### config.mk
export PLATFORM = sky130hd
export DESIGN_NAME = fetch_decode_unit
export DESIGN_NICKNAME = d
export VERILOG_FILES = /design/src/rtl/fetch_decode_unit.sv
export SDC_FILE = /design/constraint.sdc
export NUM_CORES = 1
export LEC_CHECK = 0
export ABC_AREA = 1
export BUFFER_PORTS_ARGS = -buffer_cell sky130_fd_sc_hd__buf_4
export CAP_MARGIN = 20
export CORE_ASPECT_RATIO = 0.6
export CORE_MARGIN = 2
export CORE_UTILIZATION = 45
export DETAILED_ROUTE_END_ITERATION = 10
export GPL_TIMING_DRIVEN = 0
export PLACE_DENSITY = 0.78
export SLEW_MARGIN = 25
export SYNTH_ARGS = -nofsm -noshare
export SYNTH_HDL_FRONTEND = slang
export SYNTH_SLANG_ARGS = --single-unit
### constraint.sdc
create_clock -name clk -period 2.73 [get_ports clk]
set_clock_uncertainty 0.05 [all_clocks]
set_input_delay 0.273 -clock clk [delete_from_list [all_inputs] [get_ports clk]]
set_output_delay 0.273 -clock clk [all_outputs]
set_load 0.05 [all_outputs]
### src/rtl/fetch_decode_unit.sv
`default_nettype none
// +----------------------------------------------------------------------+
// | fetch_decode_unit                                                    |
// | Fetch/decode sequencer: PC/AR/IR, one-level indirection, issue hs.   |
// | Revision: 1.0                                                        |
// +----------------------------------------------------------------------+
module fetch_decode_unit #(
  parameter int                 ADDR_W   = 4,
  parameter int                 DATA_W   = ADDR_W + 4,
  parameter logic [ADDR_W-1:0]  RESET_PC = '0
) (
  input  logic              clk,
  input  logic              rst,
  input  logic              start,
  input  logic              halt,
  output logic              mem_read,
  output logic [ADDR_W-1:0] mem_addr,
  input  logic [DATA_W-1:0] mem_rdata,
  output logic              issue_valid,
  input  logic              issue_ready,
  output logic [DATA_W-1:0] ir,
  output logic [2:0]        opcode,
  output logic              indirect,
  output logic              reg_ref,
  output logic              io_ref,
  output logic [ADDR_W-1:0] eff_addr,
  output logic [ADDR_W-1:0] pc,
  input  logic              pc_load,
  input  logic [ADDR_W-1:0] pc_in,
  output logic              busy
);

  typedef enum logic [2:0] {
    S_IDLE     = 3'd0,
    S_FETCH    = 3'd1,
    S_DECODE   = 3'd2,
    S_INDIRECT = 3'd3,
    S_ISSUE    = 3'd4
  } state_t;

  state_t              r_state;
  state_t              w_next_state;
  logic [ADDR_W-1:0]   r_pc;
  logic [ADDR_W-1:0]   r_ar;
  logic [DATA_W-1:0]   r_ir;
  logic                w_handshake;

  assign w_handshake = (r_state == S_ISSUE) && issue_ready;

  always_ff @(posedge clk) begin
    if (rst) begin
      r_state <= S_IDLE;
      r_pc    <= RESET_PC;
      r_ar    <= '0;
      r_ir    <= '0;
    end else begin
      r_state <= w_next_state;
      case (r_state)
        S_FETCH: begin
          r_ir <= mem_rdata;
          r_pc <= r_pc + 1'b1;
        end
        S_DECODE:   r_ar <= r_ir[ADDR_W-1:0];
        S_INDIRECT: r_ar <= mem_rdata[ADDR_W-1:0];
        S_ISSUE:    if (w_handshake && pc_load) r_pc <= pc_in;
        default: ;
      endcase
    end
  end

  always_comb begin
    w_next_state = r_state;
    mem_read     = 1'b0;
    mem_addr     = '0;
    issue_valid  = 1'b0;
    case (r_state)
      S_IDLE:  if (start) w_next_state = S_FETCH;
      S_FETCH: begin
        mem_read     = 1'b1;
        mem_addr     = r_pc;
        w_next_state = S_DECODE;
      end
      S_DECODE: begin
        // opcode 7 is a register/IO reference; its I bit never means indirection
        if (r_ir[DATA_W-1] && (r_ir[DATA_W-2:DATA_W-4] != 3'd7))
          w_next_state = S_INDIRECT;
        else
          w_next_state = S_ISSUE;
      end
      S_INDIRECT: begin
        mem_read     = 1'b1;
        mem_addr     = r_ar;
        w_next_state = S_ISSUE;
      end
      S_ISSUE: begin
        issue_valid = 1'b1;
        if (w_handshake) w_next_state = halt ? S_IDLE : S_FETCH;
      end
      default: w_next_state = S_IDLE;
    endcase
  end

  assign busy     = (r_state != S_IDLE);
  assign ir       = r_ir;
  assign opcode   = r_ir[DATA_W-2:DATA_W-4];
  assign indirect = r_ir[DATA_W-1];
  assign reg_ref  = (opcode == 3'd7) && !indirect;
  assign io_ref   = (opcode == 3'd7) && indirect;
  assign eff_addr = r_ar;
  assign pc       = r_pc;

endmodule
`default_nettype wire

Yosys cells after proc, flatten, opt, wreduce, memory -nomap -nowiden
Index checks and enable logic that the tools add are counted.
{ "totals": {"regBits": 19, "inputBits": 18, "out_inout_bits": 29} }
{ "classes": {"muxes": 11, "n_reduce_logical": 13, "eq_ne": 9, "addsub": 1} }
{ "ops": {"columns": ["operator", "n"], "rows": [
  ["$pmux W4 S2", 3],
  ["$pmux W3 S5", 1],
  ["$mux W3", 3],
  ["$eq A3 B2 Y1 const B", 2],
  ["$eq A3 B3 Y1 const B", 2],
  ["$logic_and A1 B1 Y1", 5],
  ["$add A4 B1 Y4 const B", 1],
  ["$mux W4", 1],
  ["$ne A2 B2 Y1 const B", 2],
  ["$reduce_and A2 Y1", 2],
  ["$reduce_bool A2 Y1", 2],
  ["$eq A3 B1 Y1 const B", 1],
  ["$logic_not A3 Y1", 1],
  ["$mux W1", 3],
  ["$ne A3 B3 Y1 const B", 1],
  ["$reduce_bool A3 Y1", 1],
  ["$ne A2 B1 Y1 const B", 1],
  ["$reduce_or A2 Y1", 1],
  ["$logic_not A1 Y1", 1]
]} }

Depth between registers and ports, before layout
{ "depth": {"ltp_word": 5, "ltp_mapped": 7, "ltp_nobuf": 7} }

Worst setup path before layout
Ideal clock, no wire load.
{ "synth_path": {"path_kind": "register to output", "from": "register r_state[0]", "to": "output port mem_addr[0]", "t_arrival_ps": 1715, "slack_ps": 692, "t_required_ps": 2407, "n_path_buf": 1, "stages_incl_launch_ff": 6, "path_cell_list": "dfxtp_1 -> inv_2 -> nor2_4 -> nand2_4 -> buf_6 -> o21ai_1"} }
{ "synth_between": {"elab_chain_len": 2, "elab_cells_between_ends": 3} }
{ "synth_rtl": {"columns": ["item", "line", "source"], "rows": [
  ["from (decl)", "41", "state_t r_state;"],
  ["from (signal assigned)", "57", "r_state <= w_next_state;"],
  ["$eq A3 B2 Y1 or $eq A3 B1 Y1 (tied branches)", "76", "case (r_state)"],
  ["$pmux W4 S2 *", "76", null],
  ["to (decl)", "17", "output logic [ADDR_W-1:0] mem_addr,"]
]} }
Every way passes the cells marked *; elsewhere a longest branch is shown, timed or not.

Worst setup path after layout
{ "layout_path": {"from": "register r_state[2]", "to": "output port mem_addr[1]"} }
The elaborated chain is that of the path after synthesis.

==> metrics <==
setup_tns=0 ps; Clock Tree Buf Depth=2; Worst Path Arrival=1540 ps; cts repair resizes=0; synthesized area per cell=7.01 sq um; # DRC=0; routability cong.=0.841; Via density=4.68; Yosys cell types=23; Post-synth EDFFs=0; Post-Syn Nets=159; class of the tightest hold or removal check=input pin to flop; number of global-route vias before repair=839; endpoints failing hold=0; hold path cells=3; max_slew headroom=0.823; post-synthesis sequential area ratio=0.388; CTS Hold Bufs=0; VDD IR-drop max=0.504 mV; drt total wl=2480 microns; largest cells by area after synthesis=dfxtp_1 (39%), nand2_1 (13%), o21ai_0 (6.1%); share of layout cells above drive strength 1=0.365; CTS root buf=clkbuf_4; Tot GR Track Use=0.200; Critical Path Start=r_state[2]; LEAKAGE=0.673 nW; Core Rows=13; min cycle time layout=1860 ps; CTS clock-pin slew for the worst setup and hold paths=110 ps; async set-reset flop share out of synthesis=0; Core ar.=2110 sq um; crit start category=flop; worst r2r src=r_state[2]; CTS tree=yes; post-CTS setup buffer count=0; WL/cell=11.3 microns; period utilization=0.682; clock tree sinks=19; Setup violations, final=0; Worst Setup End Kind=output pin; Die W=64.3 microns; cell count of the worst reg-to-reg path=7; Non-Filler Instances=219; antenna fix cells=0; status=finished, final reports clean; CP Data Required Time=2410 ps; reg-to-reg setup timing slack=1490 ps; Syn Inst Count=140; Primary FF master, synth=dfxtp_1; RSZ-0062 raised after global routing=false; Reg2Reg Capture Point=eff_addr[3]; DIE HEIGHT=40.2 microns; Layout area overhead=40.9%; top-count cell post-synth=nand2_1; CTS Buf Count=3; first-pass GRT wire length=3850 microns; Max Cap Violations=0; Routed Antenna Nets=0; Slew Viols, Final=0; H-tree depth=1; Syn Std Cell Area=981 sq um; worst slew pin tran=265 ps; worst skew pair latency=300 ps; DRT iter0 DRCs=46; critical path type=flop to output pin; crit path max fanout=8; hpwl dp=1970 microns; IO Port Bufs=45; NumNets Final=209; DRT Pass-1 Iters=4; yosys warns=0; Die ar.=2580 sq um; number of top-level pins=47; post-synth top area share=0.388; overflow left after global routing=0; power density over the cells=691 nW/um^2; vias post-DR=1026; f_max=537 MHz; Hold Crit Start=mem_rdata[6]; initial antenna violation count=0; dominant cell type by area after synthesis=dfxtp_1; Hold EP=ir[6]; initial core utilization=0.464; post-synthesis sequential element count=19; commonest cells in the netlist=nand2_1 (35), dfxtp_1 (19), inv_1 (16); largest net degree at the start of global routing=11; DP Cell Count=215
## cell families (layout without fill, tap and decap cells)
family,count (synthesis),count (layout),synth area share
AOI/OAI and AO/OA,31,31,0.180
DFF,19,19,0.388
and+or+nand+nor,60,60,0.278
xor gates and xnor gates,1,1,0.00893
buffers and inverters,28,77,0.133
adders and majority gates,1,1,0.0128
## layout by cell type (no fill, tap or decap), drive strengths merged
master / instances
nor3: 1
nand3: 5
inv: 21
nand4: 1
nor2: 15
a21oi: 11
xnor2: 1
o21ai: 14
clkbuf: 4
buf: 52
o211ai: 4
nand2: 38
ha: 1
a22o: 2
dfxtp: 19
## per-layer routing
layer | GRT usage | up-vias | wire length [microns]
li1 | - | 539 | -
met1 | 0.278 | 455 | 1250
met2 | 0.305 | 28 | 1060
met3 | 0.0702 | 4 | 154
met4 | 0.0319 | 0 | 16
met5 | 0 | - | 0
## how the worst max path moves through the flow
| stage | to | cells past startpoint | slack, ps |
|---|---|---|---|
| 3_3_place_gp | mem_addr[2] | 5 | 1220 |
| 5_1_grt | mem_addr[3] | 6 | 770 |
| 2_1_floorplan | mem_addr[0] | 5 | 690 |
| 6_report | mem_addr[1] | 5 | 870 |
| 4_1_cts | mem_addr[2] | 5 | 890 |
| 3_5_place_dp | mem_addr[2] | 5 | 1230 |
## state kept, by name, summed over array words and instances (netlist names)
register  count
eff_addr      4
pc            4
ir            8
r_state       3
## metrics by stage
step / total power, mW / setup WS (ps) / cell area [sq um] / hold WS (ps) / utilization
after floorplan: 0.682 / 692 / 981 / 366 / -
after global placement: 0.810 / 1220 / 1360 / 405 / 0.641
after detailed placement: 0.819 / 1230 / 1360 / 413 / 0.641
after CTS: 0.960 / 888 / 1380 / 165 / 0.654
after global routing: 1.01 / 772 / 1380 / 151 / 0.654
final: 0.956 / 869 / 1380 / 162 / 0.654
## power breakdown
group | total, mW | leakage (nW) | internal [mW] | switching [mW]
combinational | 0.456 | 0.503 | 0.144 | 0.312
sequential | 0.356 | 0.155 | 0.315 | 0.0414
clock | 0.144 | 0.0150 | 0.0570 | 0.0869
## worst max-delay path: stages, from the launching register on
cell and delay, ps:
dfxtp_1 490, inv_1 100, nand2_2 150, nor2_4 80, a22o_1 220, buf_4 190
## layout make-up
cell class,instances,area [sq um]
sequential,19,380
timing repair buffer,45,338
multi-input combinational,93,470
tap,30,37.5
clock buffer,4,26.3
fill,200,732
inverter,21,78.8
buffer,7,51.3
(Power assumes the default switching activity.)
